`src/rtl/cpu_ctrl_pkg.sv`:
```
// Shared encodings for the PA3 multi-cycle controller: states, opcodes, ALUOp
// values and the strobe bundle driven by the output decoder.
package cpu_ctrl_pkg;

  typedef enum logic [3:0] {
    ST_FETCH    = 4'd0,
    ST_DECODE   = 4'd1,
    ST_EXEC_R   = 4'd2,
    ST_EXEC_I   = 4'd3,
    ST_MEM_ADDR = 4'd4,
    ST_MEM_RD   = 4'd5,
    ST_MEM_WR   = 4'd6,
    ST_WB_R     = 4'd7,
    ST_WB_I     = 4'd8,
    ST_WB_MEM   = 4'd9,
    ST_TRAP     = 4'd10
  } state_e;

  localparam logic [5:0] OP_R     = 6'd4;
  localparam logic [5:0] OP_ADDIU = 6'd12;
  localparam logic [5:0] OP_SUBIU = 6'd13;
  localparam logic [5:0] OP_SW    = 6'd16;
  localparam logic [5:0] OP_LW    = 6'd17;

  localparam logic [1:0] ALU_SUB = 2'b00;
  localparam logic [1:0] ALU_ADD = 2'b01;
  localparam logic [1:0] ALU_R   = 2'b10;

  // fetch_en marks the FETCH state; PCWrite/IRWrite are it qualified by imem_ready.
  typedef struct packed {
    logic       imem_req;
    logic       fetch_en;
    logic       reg_write;
    logic [1:0] alu_op;
    logic       reg_dst;
    logic       alu_src;
    logic       mem_write;
    logic       mem_read;
    logic       mem_to_reg;
    logic       illegal;
  } ctrl_t;

  localparam ctrl_t CTRL_IDLE = '{imem_req: 1'b0, fetch_en: 1'b0, reg_write: 1'b0,
                                  alu_op: ALU_ADD, reg_dst: 1'b0, alu_src: 1'b0,
                                  mem_write: 1'b0, mem_read: 1'b0, mem_to_reg: 1'b0,
                                  illegal: 1'b0};

endpackage

```
`src/rtl/ctrl_out_decode.sv`:
```
// Moore output decode: current state (and latched opcode for EXEC_I) to strobes.
module ctrl_out_decode
  import cpu_ctrl_pkg::*;
(
  input  state_e      state_i,
  input  logic [5:0]  op_i,
  output ctrl_t       ctrl_o
);

  always_comb begin
    ctrl_o = CTRL_IDLE;
    case (state_i)
      ST_FETCH: begin
        ctrl_o.imem_req = 1'b1;
        ctrl_o.fetch_en = 1'b1;
      end
      ST_EXEC_R: ctrl_o.alu_op = ALU_R;
      ST_EXEC_I: begin
        ctrl_o.alu_src = 1'b1;
        ctrl_o.alu_op  = (op_i == OP_SUBIU) ? ALU_SUB : ALU_ADD;
      end
      ST_MEM_ADDR: ctrl_o.alu_src = 1'b1;
      ST_MEM_RD:   ctrl_o.mem_read = 1'b1;
      ST_MEM_WR:   ctrl_o.mem_write = 1'b1;
      ST_WB_R: begin
        ctrl_o.reg_write = 1'b1;
        ctrl_o.reg_dst   = 1'b1;
      end
      ST_WB_I: ctrl_o.reg_write = 1'b1;
      ST_WB_MEM: begin
        ctrl_o.reg_write  = 1'b1;
        ctrl_o.mem_to_reg = 1'b1;
      end
      ST_TRAP: ctrl_o.illegal = 1'b1;
      default: ctrl_o = CTRL_IDLE;
    endcase
  end

endmodule

```
`src/rtl/multicycle_control.sv`:
```
// PA3 multi-cycle control FSM with memory ready handshakes, a wait timeout
// that traps, and a retired-instruction counter.
module multicycle_control
  import cpu_ctrl_pkg::*;
#(
  parameter int CNT_W  = 32,
  parameter int MEM_TO = 16
) (
  input  logic             clk,
  input  logic             rst_n,
  input  logic [5:0]       OpCode,
  input  logic             imem_ready,
  input  logic             dmem_ready,
  output logic             imem_req,
  output logic             PCWrite,
  output logic             IRWrite,
  output logic             RegWrite,
  output logic [1:0]       ALUOp,
  output logic             RegDst,
  output logic             ALUSrc,
  output logic             MemWrite,
  output logic             MemRead,
  output logic             MemtoReg,
  output logic             illegal_op,
  output logic [3:0]       state,
  output logic [CNT_W-1:0] retired_cnt
);

  localparam int TW = (MEM_TO > 1) ? $clog2(MEM_TO) : 1;
  localparam logic [TW-1:0] TO_LIM = TW'((MEM_TO > 0) ? MEM_TO - 1 : 0);

  state_e           state_q, state_d;
  logic [5:0]       op_q, op_d;
  logic [TW-1:0]    timer_q, timer_d;
  logic [CNT_W-1:0] cnt_q, cnt_d;
  logic             waiting, rdy, timeout, retire;
  ctrl_t            ctrl, ctrl_g;

  always_comb begin
    waiting = 1'b0;
    rdy     = 1'b0;
    case (state_q)
      ST_FETCH:             begin waiting = 1'b1; rdy = imem_ready; end
      ST_MEM_RD, ST_MEM_WR: begin waiting = 1'b1; rdy = dmem_ready; end
      default:              ;
    endcase
  end

  // A ready arriving on the limit cycle wins over the timeout.
  assign timeout = (MEM_TO != 0) && waiting && !rdy && (timer_q == TO_LIM);

  always_comb begin
    state_d = state_q;
    op_d    = op_q;
    case (state_q)
      ST_FETCH:
        if (imem_ready)   state_d = ST_DECODE;
        else if (timeout) state_d = ST_TRAP;
      ST_DECODE: begin
        op_d = OpCode;
        case (OpCode)
          OP_R:               state_d = ST_EXEC_R;
          OP_ADDIU, OP_SUBIU: state_d = ST_EXEC_I;
          OP_SW, OP_LW:       state_d = ST_MEM_ADDR;
          default:            state_d = ST_TRAP;
        endcase
      end
      ST_EXEC_R: state_d = ST_WB_R;
      ST_EXEC_I: state_d = ST_WB_I;
      ST_MEM_ADDR:
        if (op_q == OP_LW)      state_d = ST_MEM_RD;
        else if (op_q == OP_SW) state_d = ST_MEM_WR;
        else                    state_d = ST_TRAP;
      ST_MEM_RD:
        if (dmem_ready)   state_d = ST_WB_MEM;
        else if (timeout) state_d = ST_TRAP;
      ST_MEM_WR:
        if (dmem_ready)   state_d = ST_FETCH;
        else if (timeout) state_d = ST_TRAP;
      ST_WB_R, ST_WB_I, ST_WB_MEM: state_d = ST_FETCH;
      ST_TRAP: state_d = ST_TRAP;
      default: state_d = ST_TRAP;
    endcase
  end

  // Staying put in a waiting state only happens while ready is low.
  assign timer_d = (waiting && (state_d == state_q)) ? timer_q + 1'b1 : '0;
  assign retire  = (state_d == ST_FETCH) &&
                   (state_q inside {ST_WB_R, ST_WB_I, ST_WB_MEM, ST_MEM_WR});
  assign cnt_d   = cnt_q + CNT_W'(retire);

  always_ff @(posedge clk or negedge rst_n) begin
    if (!rst_n) begin
      state_q <= ST_FETCH;
      op_q    <= '0;
      timer_q <= '0;
      cnt_q   <= '0;
    end else begin
      state_q <= state_d;
      op_q    <= op_d;
      timer_q <= timer_d;
      cnt_q   <= cnt_d;
    end
  end

  ctrl_out_decode u_dec (
    .state_i (state_q),
    .op_i    (op_q),
    .ctrl_o  (ctrl)
  );

  // Reset parks the FSM in FETCH, so strobes need an explicit asynchronous mask.
  always_comb begin
    ctrl_g = ctrl;
    if (!rst_n) ctrl_g = CTRL_IDLE;
  end

  assign imem_req    = ctrl_g.imem_req;
  assign PCWrite     = ctrl_g.fetch_en & imem_ready;
  assign IRWrite     = ctrl_g.fetch_en & imem_ready;
  assign RegWrite    = ctrl_g.reg_write;
  assign ALUOp       = ctrl_g.alu_op;
  assign RegDst      = ctrl_g.reg_dst;
  assign ALUSrc      = ctrl_g.alu_src;
  assign MemWrite    = ctrl_g.mem_write;
  assign MemRead     = ctrl_g.mem_read;
  assign MemtoReg    = ctrl_g.mem_to_reg;
  assign illegal_op  = ctrl_g.illegal;
  assign state       = state_q;
  assign retired_cnt = cnt_q;

endmodule

```
`config.mk`:
```
export PLATFORM = sky130hd
export DESIGN_NAME = multicycle_control
export DESIGN_NICKNAME = d
export VERILOG_FILES = /design/src/rtl/cpu_ctrl_pkg.sv /design/src/rtl/ctrl_out_decode.sv /design/src/rtl/multicycle_control.sv
export SDC_FILE = /design/constraint.sdc
export NUM_CORES = 1
export LEC_CHECK = 0
export BUFFER_PORTS_ARGS = -buffer_cell sky130_fd_sc_hd__buf_2
export CORE_MARGIN = 2
export CORE_UTILIZATION = 53
export DETAILED_ROUTE_END_ITERATION = 12
export PLACE_DENSITY = 0.87
export REMOVE_ABC_BUFFERS = 1
export SYNTH_ARGS = -nofsm -noshare
export SYNTH_HDL_FRONTEND = slang
export SYNTH_SLANG_ARGS = --single-unit
```
`constraint.sdc`:
```
create_clock -name clk -period 2.8 [get_ports clk]
set_input_delay 0.28 -clock clk [delete_from_list [all_inputs] [get_ports clk]]
set_output_delay 0.28 -clock clk [all_outputs]
set_load 0.01 [all_outputs]
```
# Word-level counts from Yosys, hierarchy flattened
# Cells that the tools add are included.
# word_totals
ff_bits,46
input_bits,10
out_inout_bits,48
elab_cells,63
# classes
add_sub_neg,2
eq_ne,20
n_mux,22
bitwise_logic,1
reduce_logical,14
# ops
op,count
$add A32 B1 Y32,1
$pmux W4 S8,1
$mux W4,7
$eq A6 B5 Y1 const B,4
$eq A6 B4 Y1 const B,3
$eq A4 B3 Y1 const B,4
$eq A4 B4 Y1 const B,4
$pmux W4 S3,1
$mux W11,1
$mux W1,9
$eq A4 B2 Y1 const B,2
$logic_not A4 Y1,2
$reduce_or A2 Y1,4
$eq A6 B3 Y1 const B,1
$reduce_or A3 Y1,2
$add A4 B1 Y4 const B,1
$eq A4 B1 Y1 const B,1
$eq A4 B4 Y1,1
$logic_and A1 B1 Y1,4
$pmux W2 S2,1
$reduce_bool A4 Y1,1
$mux W2,1
$pmux W1 S2,1
$and A1 B1 Y1,1
$logic_not A1 Y1,1

# Depth between registers and ports, before layout
# Gate-level depths: netlist (run 1).
# logic_depth
depth_word,12
ltp_mapped,11
ltp_nobuf,11

# Modules after synthesis
# Synthesis (run 1) repeated with hierarchy kept, for this count alone.
# unflattened
cells_unflattened,255
hier_area_um2,2544.9
# by_module_without_submodules
mod,instances,cells_each,area_per_inst_um2,seq_area_each_um2
multicycle_control,1,233,2422.3,1151.1
ctrl_out_decode,1,22,122.6,0.0

# Least setup slack after synthesis (run 1)
# No wires, ideal clock.
# synth_timing
path_kind,register -> register
start,register timer_q[0]
end,"register cnt_q[16], in the netlist retired_cnt[16]"
setup_time_ns,0.125
t_arrival_ns,2.420
required_ns,2.675
setup_slack_ns,0.255
stages_incl_launch_ff,12
n_path_buf,0
period_less_slack_ns,2.545
cell_sequence,dfrtp_1 -> ha_1 -> and3_1 -> and4b_1 -> o22ai_1 -> and3_1 -> ha_1 -> ha_1 -> nand3_1 -> nor3_1 -> nand4_1 -> xnor2_1
# synth_via
elab_chain_len,8
word_cells_on_any_way,10
cone_classes,add/sub (1); eq/ne (1); mux (5); reduce/logical (3)
# synth_lines
item,line,source
start: declaration,multicycle_control.sv:34,"logic [TW-1:0] timer_q, timer_d;"
start signal: assignment,multicycle_control.sv:101,timer_q <= timer_d;
$eq A4 B4 Y1 *,multicycle_control.sv:50,assign timeout = (MEM_TO != 0) && waiting && !rdy && (timer_q == TO_LIM);
$logic_and A1 B1 Y1 *,multicycle_control.sv:50,
$mux W4 *,"multicycle_control.sv:58, multicycle_control.sv:76, multicycle_control.sv:79",
$mux W4 (on tied branches),"multicycle_control.sv:78, multicycle_control.sv:57, multicycle_control.sv:75",
$pmux W4 S8 *,multicycle_control.sv:55,case (state_q)
$logic_not A4 Y1 *,multicycle_control.sv:88,assign retire = (state_d == ST_FETCH) &&
$logic_and A1 B1 Y1 *,multicycle_control.sv:88,
$add A32 B1 Y32 *,multicycle_control.sv:90,assign cnt_d = cnt_q + CNT_W'(retire);
net cnt_d[16],multicycle_control.sv:35,"logic [CNT_W-1:0] cnt_q, cnt_d;"
end signal: assignment,multicycle_control.sv:102,cnt_q <= cnt_d;
end: declaration,multicycle_control.sv:35,
# The timed path passes the listed nets; every way through them passes the cells marked *.
# A chain may end at the register's enable or synchronous reset.

# Worst setup path after layout (run 1)
# layout_timing
start,register timer_q[0]
end,"register cnt_q[22], in the netlist retired_cnt[22]"
# The elaborated chain is that of the path after synthesis.

==> results of run 1 <==
-- cells in the mapped netlist, drive strengths merged (4+ instances only) --
cell   number  area (um2)
dfrtp      46        1150
xnor2      27         236
nand3      20         100
nand4      17         113
nor2       16        60.1
nand2      12        45.0
nor3       10        50.1
and3        8        50.1
inv         8        30.0
xor2        6        52.6
and2        5        32.5
buf         5        33.8
mux2        5        56.3
nor2b       4        25.0
o21ai       4        20.0
-- registers in the layout (all words and copies together), names as in the netlist --
name	flops
op_q	6
retired_cnt	32
state	4
timer_q	4
-- how the worst max path moves through the flow --
stage                           from         endpoint  slack (ns)  cells after the start
after CTS                 timer_q[0]  retired_cnt[22]        0.10                     12
after global placement    timer_q[0]  retired_cnt[16]        0.14                     11
final                     timer_q[0]  retired_cnt[22]        0.16                     12
after global routing      timer_q[0]  retired_cnt[28]       0.005                     12
after detailed placement  timer_q[0]  retired_cnt[12]       -0.05                     11
after floorplan             state[1]  retired_cnt[28]        0.15                     10
-- area by class of cell --
type,count,area (um2)
clock buffer,5,68.8
clock inverter,3,25.0
fill,339,1410
tap,52,65.1
inverter,8,30.0
multi-input combinational,177,1240
sequential,46,1150
timing repair buffer,71,393
-- cells in the final DEF (no fill, tap or decap), types with 3 or more instances in the layout --
| cell | count |
|---|---|
| and2_1 | 4 |
| nor2b_1 | 4 |
| inv_1 | 8 |
| a2111oi_1 | 3 |
| a21oi_1 | 3 |
| nand3_1 | 20 |
| xor2_1 | 6 |
| xnor2_1 | 27 |
| nor3_1 | 8 |
| nand2_1 | 12 |
| nor2_1 | 16 |
| nand4_1 | 16 |
| buf_4 | 13 |
| o21ai_0 | 4 |
| buf_2 | 57 |
| dfrtp_1 | 46 |
| and3_1 | 7 |
| clkbuf_8 | 5 |
| mux2_2 | 5 |
-- layer usage --
metal	up-vias	GRT usage (%)
li1	1005	-
met1	1010	32.3
met2	75	37.3
met3	13	3.80
met4	0	9.85
met5	-	0
-- where the power goes --
group,internal [mW],switching [mW]
sequential,0.664,0
clock,0.180,0.241
combinational,0.00956,0.0237
-- what timing repair did --
item	4_1_cts	5_1_grt
hold buffers	1	0
pin swaps	0	1
hold endpoints to repair	14	0
resized for setup	1	6
endpoints found under the setup margin	3	15
-- through the flow --
step | TNS [ns] | utilization (%)
2_1_floorplan | 0 | -
3_3_place_gp | 0 | 64.8
3_5_place_dp | -0.120 | 64.8
4_1_cts | 0 | 67.3
5_1_grt | 0 | 67.9
6_report | 0 | 67.9
-- worst register-to-register path: stages (launching register included) --
cell and delay, ns:
dfrtp_1 0.42, ha_1 0.25, and3_2 0.26, and4b_1 0.20
o22ai_2 0.13, and3_1 0.18, ha_2 0.22, ha_4 0.16
nand3_1 0.12, nor2_1 0.13, buf_4 0.18, nand4_1 0.12
xnor2_1 0.15
-- logic make-up (layout without fill, tap and decap cells) --
group | after synthesis | after routing | share of synthesized area [%]
muxes | 6 | 6 | 2.72
adders and majority gates | 3 | 3 | 1.54
AOI/OAI and AO/OA | 26 | 26 | 7.97
xor gates and xnor gates | 33 | 33 | 11.9
DFF | 46 | 46 | 47.3
buffers and inverters | 15 | 87 | 2.93
and+or+nand+nor | 109 | 109 | 25.7
==> flow_metrics.tcl, run 1 <==
set metrics [dict create \
    finalClockSkew_ns 0.0134 \
    first_pass_iters 6 \
    yosysUniqueCellTypes 49 \
    rsz0062_at_grt "false" \
    synthArstFlopShare_pct 100 \
    wirelength_um 5750 \
    worstPathMaxFanout 8 \
    yosysSeqAreaShare_pct 47.3 \
    tightest_slew_ns 0.675 \
    slew-limit-headroom_pct 54.3 \
    crit_path_end_kind "flop" \
    reg2reg_depth 12 \
    hold_violations 0 \
    place_hpwl_um 4240 \
    dr_wl_met3_um 252 \
    gp_congestion 0.958 \
    routed.top_layer "met4" \
    dpl_cell_area_um2 2840 \
    antenna_cells 0 \
    min_period_ns 2.64 \
    via_per_inst 5.81 \
    min_to "op_q[0]" \
    dr_wl_met2_um 2930 \
    syn_area_per_cell_um2 10.2 \
    synth-main-ff-cell "dfrtp_1" \
    clk_pin_slew_ns 0.09 \
    fp-row-count 24 \
    r2r-start "timer_q[0]" \
    drv_slew 0 \
    overflow 0 \
    clock_path_buffers 2 \
    cpMaxStageDelayCell "dfrtp_1" \
    leakagePower_nw 1.45 \
    slowest_delay_ns 0.42 \
    nNetsFinal 322 \
    grt_util_all_layers_pct 23.5 \
    io_pins 58 \
    worstReg2RegEnd "retired_cnt[22]" \
    grt_pass1_vias 2026 \
    vias 2103 \
    holdWs_ns 0.221 \
    timing.final.ws_setup_ns 0.159 \
    clock_latency_ns 0.30 \
    drc 0 \
    grt_pass1_wl_um 9580 \
    cap_violations 0 \
    worst_ep_arrival_time_ns 2.82 \
    cts-root-buf "clkbuf_8" \
    yosysWarnings 0 \
    h-tree-depth 2 \
    grt_max_degree 33 \
    min_path_cells 3 \
    die_x_um 71.8 \
    area_growth_pct 22.3 \
    cts_tree "yes" \
    hold_class "in2reg" \
    setup_viol 0 \
    post-cts-setup-buffers 0 \
    die_area_um2 5150 \
    achievable-frequency_mhz 379 \
    power_density_nw_per_um2 376 \
    portBuffers 57 \
    core_um2 4380 \
    fp.dieH_um 71.8 \
    cp_cell_sequence "ha_1 > and3_2 > and4b_1 > o22ai_2 > and3_1 > ha_2 > ha_4 > nand3_1 > nor2_1 > buf_4 > nand4_1 > xnor2_1" \
    cts-buffers-inserted 5 \
    wl_met1_um 2450 \
    ir_drop_mv 0.341 \
    layout.cells.non_filler 362 \
    total_power_mw 1.12 \
    status "complete, no violations" \
    start_util_pct 55.5 \
    syn_inst 238 \
    antenna_found_initial 0 \
    post-place-ws_ns -0.0544 \
    avgRoutedWirePerCell_um 15.9 \
    crit_type "reg2reg" \
    cts_num_sinks 46 \
    ys_ff_latch 46 \
    holdCritStartpoint "OpCode[0]" \
    cp_num_buf_inv 1 \
    dp_cells 353 \
    required_ns 2.98 \
    antenna_left 0 \
    start_kind "flop" \
    synth_area_um2 2430 \
    path_delay_family "simple AND/OR/NAND/NOR gates" \
    drive_above_1_share_pct 31.0 \
    fin_crit_sh_pct 94.3 \
    initialDrtViolationCount 138 \
    rrSetupSlack_ns 0.16 \
    fin_area_um2 2980 \
    synth_edf_count 0 \
]
Note: power is estimated with default switching activity, not from simulation.
==> run 2: changes to the inputs <==
- CORE_MARGIN: 2 -> not set
==> run 2 against run 1 <==
Global-route usage decreased by 1.6 points. Design area down 0.84%. First-iteration DRC count shrank 41%. Non-clock buffer count down 2. Wire length down 9.1%.
==> flow_metrics.tcl, run 2 (synthesis results as in run 1) <==
set metrics [dict create \
    status "complete, no violations" \
    hold_violations 0 \
    fill_cells 351 \
    achievable-frequency_mhz 387 \
    fin_crit_sh_pct 92.4 \
    drc 0 \
    hold_class "in2reg" \
    rsz0062_at_grt "false" \
    cts_tree "yes" \
    core_um2 4380 \
    finalSetupTns_ns 0 \
    place_hpwl_um 3850 \
    area_growth_pct 21.3 \
    cap_violations 0 \
    portBuffers 57 \
    crit_path_end_kind "flop" \
    post-cts-setup-buffers 0 \
    clk_pin_slew_ns 0.08 \
    start_kind "flop" \
    required_ns 2.98 \
    initialDrtViolationCount 81 \
    avgRoutedWirePerCell_um 14.5 \
    layout.cells.non_filler 360 \
    first_pass_iters 6 \
    tightest_slew_ns 0.701 \
    power_density_nw_per_um2 371 \
    antenna_found_initial 0 \
    crit_type "reg2reg" \
    nNetsFinal 320 \
    drive_above_1_share_pct 29.9 \
    wirelength_um 5230 \
    clock_latency_ns 0.30 \
    grt_max_degree 46 \
    antenna_cells 0 \
    fp.dieH_um 69.8 \
    setup_viol 0 \
    cts-root-buf "clkbuf_8" \
    vias 2102 \
    worst_ep_arrival_time_ns 2.77 \
    finalClockSkew_ns 0.0115 \
    cts_num_sinks 46 \
    drv_slew 0 \
    dp_cells 351 \
    start_util_pct 55.5 \
    gp_congestion 0.955 \
    slew-limit-headroom_pct 52.5 \
    die_x_um 69.8 \
    clock_path_buffers 2 \
    leakagePower_nw 1.44 \
    grt_pass1_wl_um 8600 \
    cts-buffers-inserted 5 \
    grt_pass1_vias 1892 \
    io_pins 58 \
    min_period_ns 2.59 \
    via_per_inst 5.84 \
    h-tree-depth 2 \
    worstPathMaxFanout 8 \
    die_area_um2 4870 \
    fp-row-count 24 \
    ir_drop_mv 0.312 \
    holdWs_ns 0.210 \
    grt_util_all_layers_pct 21.9 \
    final_common_cell "buf_2" \
    largest_reg_flops 32 \
    antenna_left 0 \
    overflow 0 \
    total_power_mw 1.09 \
    final_cell_mix "57 x buf_2, 46 x dfrtp_1, 27 x xnor2_1" \
]
-- run 2: metrics by stage --
| step | cell area [um2] | util (%) | setup slack [ns] |
|---|---|---|---|
| floorplan | 2390 | - | 0.155 |
| global placement | 2830 | 64.5 | 0.119 |
| detailed placement | 2830 | 64.5 | 0.0373 |
| CTS | 2930 | 66.8 | 0.0344 |
| global route | 2950 | 67.4 | 0.00299 |
| finish | 2950 | 67.4 | 0.213 |
-- run 2: what timing repair did --
action | CTS | global route
hold buffers | 1 | 0
setup endpoints to repair | 0 | 12
endpoints found under the hold margin | 1 | 0
gates resized for setup | 0 | 5
-- run 2: worst max-delay path, stage by stage (launching register included) --
cell and delay (ns):
dfrtp_1 0.41, ha_1 0.24, and3_1 0.24, and4b_1 0.21, o22ai_2 0.13, and3_1 0.18
ha_2 0.22, ha_4 0.16, nand3_1 0.13, nor2_1 0.12, buf_4 0.17, nand4_1 0.12
xnor2_1 0.15
-- run 2: worst paths after layout --
check | from | endpoint | slack, ns | cells after the start
setup / recovery | timer_q[0] | retired_cnt[20] | 0.21 | 12
hold / removal | OpCode[0] | op_q[0] | 0.21 | 3
setup reg to reg | timer_q[0] | retired_cnt[20] | 0.21 | 12
hold reg to reg | retired_cnt[31] | retired_cnt[31] | 0.48 | 1
max in group asynchronous | rst_n | retired_cnt[28] | 1.64 | 3
min in group asynchronous | rst_n | state[3] | 0.37 | 2
-- run 2: per-layer routing --
metal,GRT usage [%],up-vias,wire [um]
met5,0,-,0
met4,7.11,0,74
met3,4.51,11,255
met2,34.7,65,2590
met1,30.3,1023,2310
li1,-,1003,-
-- run 2: power breakdown --
part	internal, mW	switching, mW
logic	0.00956	0.0234
clock network	0.175	0.223
registers	0.664	0
-- run 2: cell type report --
type	instances	area [um2]	area share (%)
Clock buffer	5	68.8	2.33
Clock inverter	3	21.3	0.720
Inverter	8	30.0	1.02
Multi-Input combinational cell	177	1240	41.9
Sequential cell	46	1150	39.0
Tap cell	52	65.1	2.20
Timing Repair Buffer	69	378	12.8
==> run 3: changes to the inputs <==
- CORE_UTILIZATION: 53 -> 55
- CTS_BUF_LIST: not set -> sky130_fd_sc_hd__clkbuf_8
- PLACE_DENSITY: 0.87 -> 0.9
==> run 3 against run 2 <==
Register-to-register slack worse by 0.08 ns. Core utilization is 5.0 points higher. Critical path depth stayed put. Critical path type unchanged. Sequential power hardly changed. Non-clock buffer count is 2 higher. Setup slack worse by 0.079 ns. Global-route usage is 4.0 points higher.
==> flow_metrics.tcl, run 3 (synthesis results as in run 1) <==
set metrics [dict create \
    clock_latency_ns 0.31 \
    crit_path_end_kind "flop" \
    cap_violations 0 \
    slew-limit-headroom_pct 57.2 \
    crit_type "reg2reg" \
    leakagePower_nw 1.45 \
    cp_num_buf_inv 1 \
    grt_pass1_wl_um 8900 \
    portBuffers 57 \
    achievable-frequency_mhz 375 \
    cts-buffers-inserted 5 \
    grt_max_degree 41 \
    cts_num_sinks 46 \
    post-place-ws_ns -0.0553 \
    r2r-start "timer_q[0]" \
    die_x_um 68.5 \
    rrSetupSlack_ns 0.13 \
    area_growth_pct 22.3 \
    cpMaxStageDelayCell "dfrtp_1" \
    fp.dieH_um 68.5 \
    cp_cell_sequence "ha_1 > and3_2 > and4b_1 > o22ai_2 > and3_1 > ha_2 > ha_4 > nand3_1 > nor2_2 > buf_4 > nand4_1 > xnor2_1" \
    ir_drop_mv 0.336 \
    grt_pass1_vias 1921 \
    initialDrtViolationCount 194 \
    cts_tree "yes" \
    tightest_slew_ns 0.632 \
    drc 0 \
    vias 2132 \
    largest_reg_flops 32 \
    min_period_ns 2.67 \
    timing.final.ws_setup_ns 0.134 \
    first_pass_iters 4 \
    start_util_pct 59.2 \
    final_cell_mix "57 x buf_2, 46 x dfrtp_1, 27 x xnor2_1" \
    worstPathMaxFanout 8 \
    wirelength_um 5760 \
    post-cts-setup-buffers 0 \
    status "complete, no violations" \
    die_area_um2 4700 \
    via_per_inst 5.92 \
    ff_latch_area_um2 1150 \
    fill_cells 300 \
    drive_above_1_share_pct 31.3 \
    grt_util_all_layers_pct 26.0 \
    fin_crit_sh_pct 95.2 \
    overflow 0 \
    reg2reg_depth 12 \
    avgRoutedWirePerCell_um 16.0 \
    core_um2 4120 \
    gp_congestion 0.945 \
    clk_pin_slew_ns 0.09 \
    holdCritStartpoint "OpCode[0]" \
    drv_slew 0 \
    worst_ep_arrival_time_ns 2.86 \
    finalClockSkew_ns 0.00976 \
    required_ns 2.99 \
    hold_class "in2reg" \
    min_path_cells 3 \
    min_to "op_q[0]" \
    clock_path_buffers 2 \
    setup_viol 0 \
    place_hpwl_um 4180 \
    antenna_cells 0 \
    path_delay_family "simple AND/OR/NAND/NOR gates" \
    cts-root-buf "clkbuf_8" \
    power_density_nw_per_um2 377 \
    antenna_left 0 \
    nNetsFinal 322 \
    slowest_delay_ns 0.42 \
    total_power_mw 1.12 \
    hold_violations 0 \
    fp-row-count 23 \
    io_pins 58 \
    antenna_found_initial 0 \
    worstReg2RegEnd "retired_cnt[28]" \
    h-tree-depth 2 \
    start_kind "flop" \
    multi_input_area_um2 1250 \
    final_common_cell "buf_2" \
]
-- run 3: cell types whose count changed in the layout (fill, tap and decap cells not counted) --
cell / previous run / this run
clkinv_4: 1 / 0
and3_2: 0 / 1
clkinv_2: 1 / 0
inv_6: 0 / 1
nor2_2: 0 / 1
nor3_1: 9 / 8
nor2_1: 16 / 15
clkinvlp_4: 1 / 2
buf_4: 11 / 13
and3_1: 8 / 7
nor3_2: 1 / 2
-- run 3: how the worst max path moves through the flow --
| stage | from | slack (ns) | cells after the start | to |
|---|---|---|---|---|
| floorplan | state[1] | 0.15 | 10 | retired_cnt[28] |
| global route | timer_q[0] | -0.02 | 12 | retired_cnt[24] |
| CTS | timer_q[0] | 0.02 | 12 | retired_cnt[28] |
| global placement | timer_q[0] | 0.11 | 11 | retired_cnt[16] |
| detailed placement | timer_q[0] | -0.06 | 11 | retired_cnt[16] |
| finish | timer_q[0] | 0.13 | 12 | retired_cnt[28] |
-- run 3: power by group --
group          switching [mW]  leakage (nW)  internal (mW)  total, mW
sequential                  0         0.627          0.664      0.664
combinational          0.0234         0.782         0.0102     0.0336
clock                   0.246        0.0408          0.179      0.425
-- run 3: routing by layer --
layer  vias up  GRT usage [%]  part of all wire (%)
li1       1005              -                     -
met5         -              0                     0
met2        70           42.3                    49
met1      1043           34.2                    44
met4         0           8.07                   2.4
met3        14           5.92                   4.7
-- run 3: repair_timing --
item                                    CTS  global route
endpoints found under the hold margin     6             0
gates resized for setup                   2             6
hold buffers                              1             0
endpoints found under the setup margin    3            15
-- run 3: cell type report --
class,instances,area share [%]
clock inverters,3,0.799
well taps,50,2.10
clock buffers,5,2.31
repair buffers,71,13.2
flip-flops and latches,46,38.7
multi-input cells,177,41.9
inverters,8,1.01
-- run 3: worst min-delay path, delay by kind of cell --
kind,cells,cell delay [ns]
AO/OA/AOI/OAI,1,0.06
buffers and inverters,1,0.09
AND/OR/NAND/NOR,1,0.04
-- run 3: per-stage QoR --
stage	hold WS, ns	cell area (um2)	TNS [ns]	std cells	utilization [%]
2_1_floorplan	-0.0156	2390	0	231	-
3_3_place_gp	0.161	2840	0	351	69.0
3_5_place_dp	0.165	2840	-0.109	351	69.0
4_1_cts	0.187	2950	0	360	71.7
5_1_grt	0.197	2980	-0.0477	360	72.3
6_report	0.194	2980	0	360	72.3
